--- config.mk ---
export PLATFORM = sky130hd
export DESIGN_NAME = tx_arbiter_flat
export DESIGN_NICKNAME = d
export VERILOG_FILES = /design/src/rtl/tx_arbiter_if.sv /design/src/rtl/tx_arbiter.sv /design/src/flat_wrapper.sv
export SDC_FILE = /design/constraint.sdc
export NUM_CORES = 1
export LEC_CHECK = 0
export BUFFER_PORTS_ARGS = -buffer_cell sky130_fd_sc_hd__clkbuf_2
export CORE_MARGIN = 1
export CORE_UTILIZATION = 40
export CTS_BUF_LIST = sky130_fd_sc_hd__clkbuf_4 sky130_fd_sc_hd__clkbuf_8
export DETAILED_ROUTE_END_ITERATION = 10
export GPL_ROUTABILITY_DRIVEN = 0
export GPL_TIMING_DRIVEN = 0
export PLACE_DENSITY = 0.66
export SLEW_MARGIN = 20
export SYNTH_ARGS = -nofsm -noshare
export SYNTH_HDL_FRONTEND = slang
export SYNTH_SLANG_ARGS = --single-unit
--- constraint.sdc ---
create_clock -name clk -period 2.17 [get_ports clk]
set_clock_uncertainty 0.2 [all_clocks]
set_input_delay 0.3255 -clock clk [delete_from_list [all_inputs] [get_ports clk]]
set_output_delay 0.3255 -clock clk [all_outputs]
set_load 0.02 [all_outputs]
--- src/rtl/tx_arbiter_if.sv ---
// Requester/engine-side bundle for the UART transmit arbiter.
// The arbiter takes the slave view; the requester/engine side takes the master view.
interface tx_arbiter_if;
   logic        en;
   logic [3:0]  req;
   logic [31:0] req_data;
   logic [3:0]  ack;
   logic        TxRDY;
   logic        load;
   logic [7:0]  tx_data;
   logic [1:0]  grant_id;
   logic        busy;
   logic        err;

   modport master (
      output en, req, req_data, TxRDY,
      input  ack, load, tx_data, grant_id, busy, err
   );

   modport slave (
      input  en, req, req_data, TxRDY,
      output ack, load, tx_data, grant_id, busy, err
   );
endinterface

--- src/rtl/tx_arbiter.sv ---
// Round-robin arbiter sharing one UART transmit engine among four byte requesters,
// with a load-acknowledge timeout for an engine that never goes busy.
module tx_arbiter #(
   parameter int BUSY_TO = 16
) (
   input  logic          clk,
   input  logic          rst,
   tx_arbiter_if.slave   bus
);

   localparam logic [1:0] ST_IDLE      = 2'd0;
   localparam logic [1:0] ST_LOAD      = 2'd1;
   localparam logic [1:0] ST_WAIT_BUSY = 2'd2;
   localparam logic [1:0] ST_WAIT_DONE = 2'd3;

   // err must be visible in the same cycle the FSM lands back in IDLE, so the
   // registered decision is taken one count early.
   localparam logic [7:0] TO_LAST = 8'(BUSY_TO - 2);

   logic [1:0] state;
   logic [7:0] cnt;
   logic [2:0] pick;

   // Returns {found, index}; search starts just after the last winner and wraps.
   function automatic logic [2:0] rr_pick(input logic [3:0] r, input logic [1:0] last);
      logic [2:0] res;
      logic [1:0] idx;
      res = 3'b000;
      for (int i = 4; i >= 1; i--) begin
         idx = last + 2'(i);
         if (r[idx]) res = {1'b1, idx};
      end
      return res;
   endfunction

   always_comb pick = rr_pick(bus.req, bus.grant_id);

   assign bus.busy = (state != ST_IDLE);

   always_ff @(posedge clk or posedge rst) begin
      if (rst) begin
         state        <= ST_IDLE;
         cnt          <= 8'd0;
         bus.load     <= 1'b0;
         bus.ack      <= 4'b0000;
         bus.err      <= 1'b0;
         bus.tx_data  <= 8'h00;
         bus.grant_id <= 2'd3;
      end else begin
         bus.load <= 1'b0;
         bus.ack  <= 4'b0000;
         bus.err  <= 1'b0;
         case (state)
            ST_IDLE: begin
               if (bus.en && bus.TxRDY && pick[2]) begin
                  bus.grant_id <= pick[1:0];
                  bus.tx_data  <= bus.req_data[{pick[1:0], 3'b000} +: 8];
                  bus.load     <= 1'b1;
                  bus.ack      <= 4'b0001 << pick[1:0];
                  state        <= ST_LOAD;
               end
            end
            ST_LOAD: begin
               cnt   <= 8'd0;
               state <= ST_WAIT_BUSY;
            end
            ST_WAIT_BUSY: begin
               if (!bus.TxRDY) begin
                  state <= ST_WAIT_DONE;
               end else if (cnt == TO_LAST) begin
                  bus.err <= 1'b1;
                  state   <= ST_IDLE;
               end else begin
                  cnt <= cnt + 8'd1;
               end
            end
            ST_WAIT_DONE: begin
               // Frame length depends on baud rate, so no timeout here.
               if (bus.TxRDY) state <= ST_IDLE;
            end
            default: state <= ST_IDLE;
         endcase
      end
   end

endmodule
--- src/flat_wrapper.sv ---
// flat-port wrapper written by rule: the top's interface ports become plain ports
module tx_arbiter_flat 
#(
   parameter int BUSY_TO = 16
)
  (clk, rst, bus_en, bus_req, bus_req_data, bus_TxRDY, bus_ack, bus_load, bus_tx_data, bus_grant_id, bus_busy, bus_err);
  tx_arbiter_if bus_i ();
  input  logic clk;
  input  logic rst;
  input wire logic [$bits(bus_i.en)-1:0] bus_en;
  input wire logic [$bits(bus_i.req)-1:0] bus_req;
  input wire logic [$bits(bus_i.req_data)-1:0] bus_req_data;
  input wire logic [$bits(bus_i.TxRDY)-1:0] bus_TxRDY;
  output wire logic [$bits(bus_i.ack)-1:0] bus_ack;
  output wire logic [$bits(bus_i.load)-1:0] bus_load;
  output wire logic [$bits(bus_i.tx_data)-1:0] bus_tx_data;
  output wire logic [$bits(bus_i.grant_id)-1:0] bus_grant_id;
  output wire logic [$bits(bus_i.busy)-1:0] bus_busy;
  output wire logic [$bits(bus_i.err)-1:0] bus_err;
  assign bus_i.en = bus_en;
  assign bus_i.req = bus_req;
  assign bus_i.req_data = bus_req_data;
  assign bus_i.TxRDY = bus_TxRDY;
  assign bus_ack = bus_i.ack;
  assign bus_load = bus_i.load;
  assign bus_tx_data = bus_i.tx_data;
  assign bus_grant_id = bus_i.grant_id;
  assign bus_busy = bus_i.busy;
  assign bus_err = bus_i.err;
  tx_arbiter #(.BUSY_TO(BUSY_TO)) u_core (.clk(clk), .rst(rst), .bus(bus_i));
endmodule
==> out/metrics.yaml <==
layout:
  area_growth_pct: 28.52
  fin_util: 0.5489
  regArea_um2: 653.1
  final_cell_mix: "clkbuf_2 (56), dfrtp_1 (24), nor2_1 (20)"
  final_area_mm2: 0.001861
  multi_input_area_um2: 753.2
  final_common_cell: "clkbuf_2"
  n_fill_cell: 307
  num_antenna_cells: 0
  finalNetCount: 244
  drive_gt1_frac: 0.3980
placement:
  place_ws_ns: 0.08969
  port_buffers: 56
  dpl_cell_area_mm2: 0.001785
  post-dp-hpwl_mm: 2.569
sta:
  fin_crit_ns: 2.046
  fmax_mhz: 488.7
  post-route-worst-setup-slack_ns: 0.1238
  slew_headroom: 0.3892
  grt_setup_unrepaired: "no"
  tightest_slew_ns: 0.9106
  hold_viol: 0
  holdWs_ns: 0.08414
  fin_crit_sh: 0.9429
  setup_viol: 0
  setup-tns-final_ns: 0
  report.final.slew_viol_count: 0
critical_path:
  critical_path.startpoint_type: "flop"
  required_ns: 2.19
  critPathBufInv: 2
  path_delay_family: "compound AO/OA/AOI/OAI gates"
  crit_path_end_kind: "flop"
  cpPeakStageDelay_ns: 0.55
  path_class: "flop to flop"
  cp_slowest_cell: "dfstp_2"
  cp_cell_sequence: "buf_2 -> inv_1 -> a21oi_1 -> o32ai_2 -> a221oi_1 -> o22ai_2"
  worstPathMaxFanout: 8
  worstPathArrival_ns: 2.07
floorplan:
  boundaryPins: 57
  initial_utilization: 0.4271
  die_area_mm2: 0.003864
  row_count: 21
  die_x_um: 62.16
  coreArea_mm2: 0.003390
  chipHeight_um: 62.16
routing:
  routedWlPerCell_um: 13.41
  antenna_left: 0
  drc_errors: 0
  drtPass1Iterations: 5
  viasPerCell: 5.368
  wl_mm: 3.313
  via_count: 1326
  initialDrtViolationCount: 35
clock_network:
  cts_sinks: 26
  clock_path_buffers: 2
  cts_tree: "built"
  htree_levels: 1
  cts_made_buffers: 3
  clockRootBuffer: "clkbuf_4"
  clk_pin_slew_worst_paths_ns: 0.15
  clk_latency_ns: 0.33
yosys:
  ys_top_cells_by_area: "dfrtp_1 (41%), mux2i_1 (6.9%), nor2_1 (5.2%), a221oi_1 (4.8%), dfstp_2 (3.6%)"
  synth_cells: 140
  ys_seq_area_frac: 0.4512
  netlist.area_leader.share: 0.4149
  syn_nets: 182
  synth_area_per_cell_um2: 10.34
  yosys_warnings: 0
  yosys.area.top_type: "dfrtp_1"
  ys_ff_latch: 26
  synth_area_mm2: 0.001448
  yosysUniqueCellTypes: 42
job:
  max_cap_violations: 0
power_and_ir_drop:
  ir_drop_mv: 0.4972
  p_leak_uw: 0.0009316
  power_density_mw_per_mm2: 1107
grt:
  grt_antenna_before_repair: 0
  first_global_vias: 1219
  grtUsageTotal: 0.1780
  grt_pass1_wl_mm: 5.457
  grt_max_degree: 27
  overflow: 0
  gr-usage-met1: 0.2336
  grt.met3_usage: 0.04044
  use_met2: 0.2953
  busiest_layer: "met2"
min_path:
  min_path_type: "input pin to flop"
outcome:
  status: "completed"
==> power by group <==
part | internal [µW] | switching, µW | leakage, µW | total (µW)
clock | 187 | 146 | 0.0000279 | 333
sequential | 640 | 138 | 0.000326 | 779
combinational | 377 | 570 | 0.000577 | 947
==> per-layer routing <==
metal / up-vias / wire [µm]
li1: 644 / -
met1: 618 / 1551
met2: 60 / 1516
met3: 4 / 218
met4: 0 / 27
met5: - / 0
==> synth_stat cells, drive strengths merged <==
library cell and instances:
o31ai 1, and4b 1, nor2b 1, a221oi 8
xor2 3, o211ai 1, o22a 1, nand2b 2
nand4 6, nand2 11, nor4bb 1, a21oi 4
xnor2 1, inv 8, o221a 1, a311oi 1
nand3 2, and3 4, nor3 2, buf 3
ha 2, a21boi 1, dfstp 2, nand3b 1
nor2 20, o32ai 2, mux2i 10, a311o 1
o22ai 8, o21ai 7, dfrtp 24
==> final cells by class <==
class	count	share of cell area
buffer	3	0.01278
clock buffer	3	0.01210
clock inverter	1	0.01614
inverter	8	0.01614
multi-input combinational	103	0.4048
sequential	26	0.3510
tap	46	0.03093
timing repair buffer	57	0.1560
==> tightest hold or removal path: stages <==
cell,delay (ns)
clkbuf_2,0.07
mux2i_1,0.05
o22ai_1,0.12
==> sequential cells by signal (all words and copies together), names as in the netlist <==
register             cells
u_core.bus.tx_data       8
u_core.cnt               8
u_core.bus.ack           4
u_core.bus.grant_id      2
u_core.state             2
u_core.bus.err           1
u_core.bus.load          1
==> through the flow <==
stage / cells / power [µW]
2_1_floorplan: 140 / 1442
3_3_place_gp: 242 / 1693
3_5_place_dp: 242 / 1728
4_1_cts: 247 / 2067
5_1_grt: 247 / 2200
6_report: 247 / 2059
==> final timing paths <==
kind	from	endpoint	slack (ns)	cells after the start
min in group asynchronous	rst	u_core.bus.tx_data[2]$_DFFE_PP0P_	0.39	3
max in group asynchronous	rst	u_core.bus.err$_DFF_PP0_	0.95	3
setup / recovery	u_core.bus.grant_id[1]$_DFFE_PP1P_	u_core.bus.tx_data[6]$_DFFE_PP0P_	0.12	6
hold reg to reg	u_core.cnt[4]$_DFFE_PP0P_	u_core.cnt[4]$_DFFE_PP0P_	0.34	1
hold / removal	bus_req_data[0]	u_core.bus.tx_data[0]$_DFFE_PP0P_	0.08	3
setup reg to reg	u_core.bus.grant_id[1]$_DFFE_PP1P_	u_core.bus.tx_data[6]$_DFFE_PP0P_	0.12	6
==> kinds of logic (layout without fill, tap and decap cells) <==
family | after synthesis | after routing | synth area share
AOI/OAI and AO/OA | 36 | 36 | 0.2144
xor gates and xnor gates | 4 | 4 | 0.02420
adders and majority gates | 2 | 2 | 0.01728
buffers and inverters | 11 | 72 | 0.03716
DFF | 26 | 26 | 0.4512
muxes | 10 | 10 | 0.06915
and+or+nand+nor | 51 | 51 | 0.1867
==> what timing repair did <==
action | 4_1_cts | 5_1_grt
endpoints found under the hold margin | 13 | 0
setup buffers | 0 | 0
resized for setup | 0 | 2
hold buffers | 1 | 0
setup endpoints to repair | 0 | 2
Power figures use the tool's default switching activity.
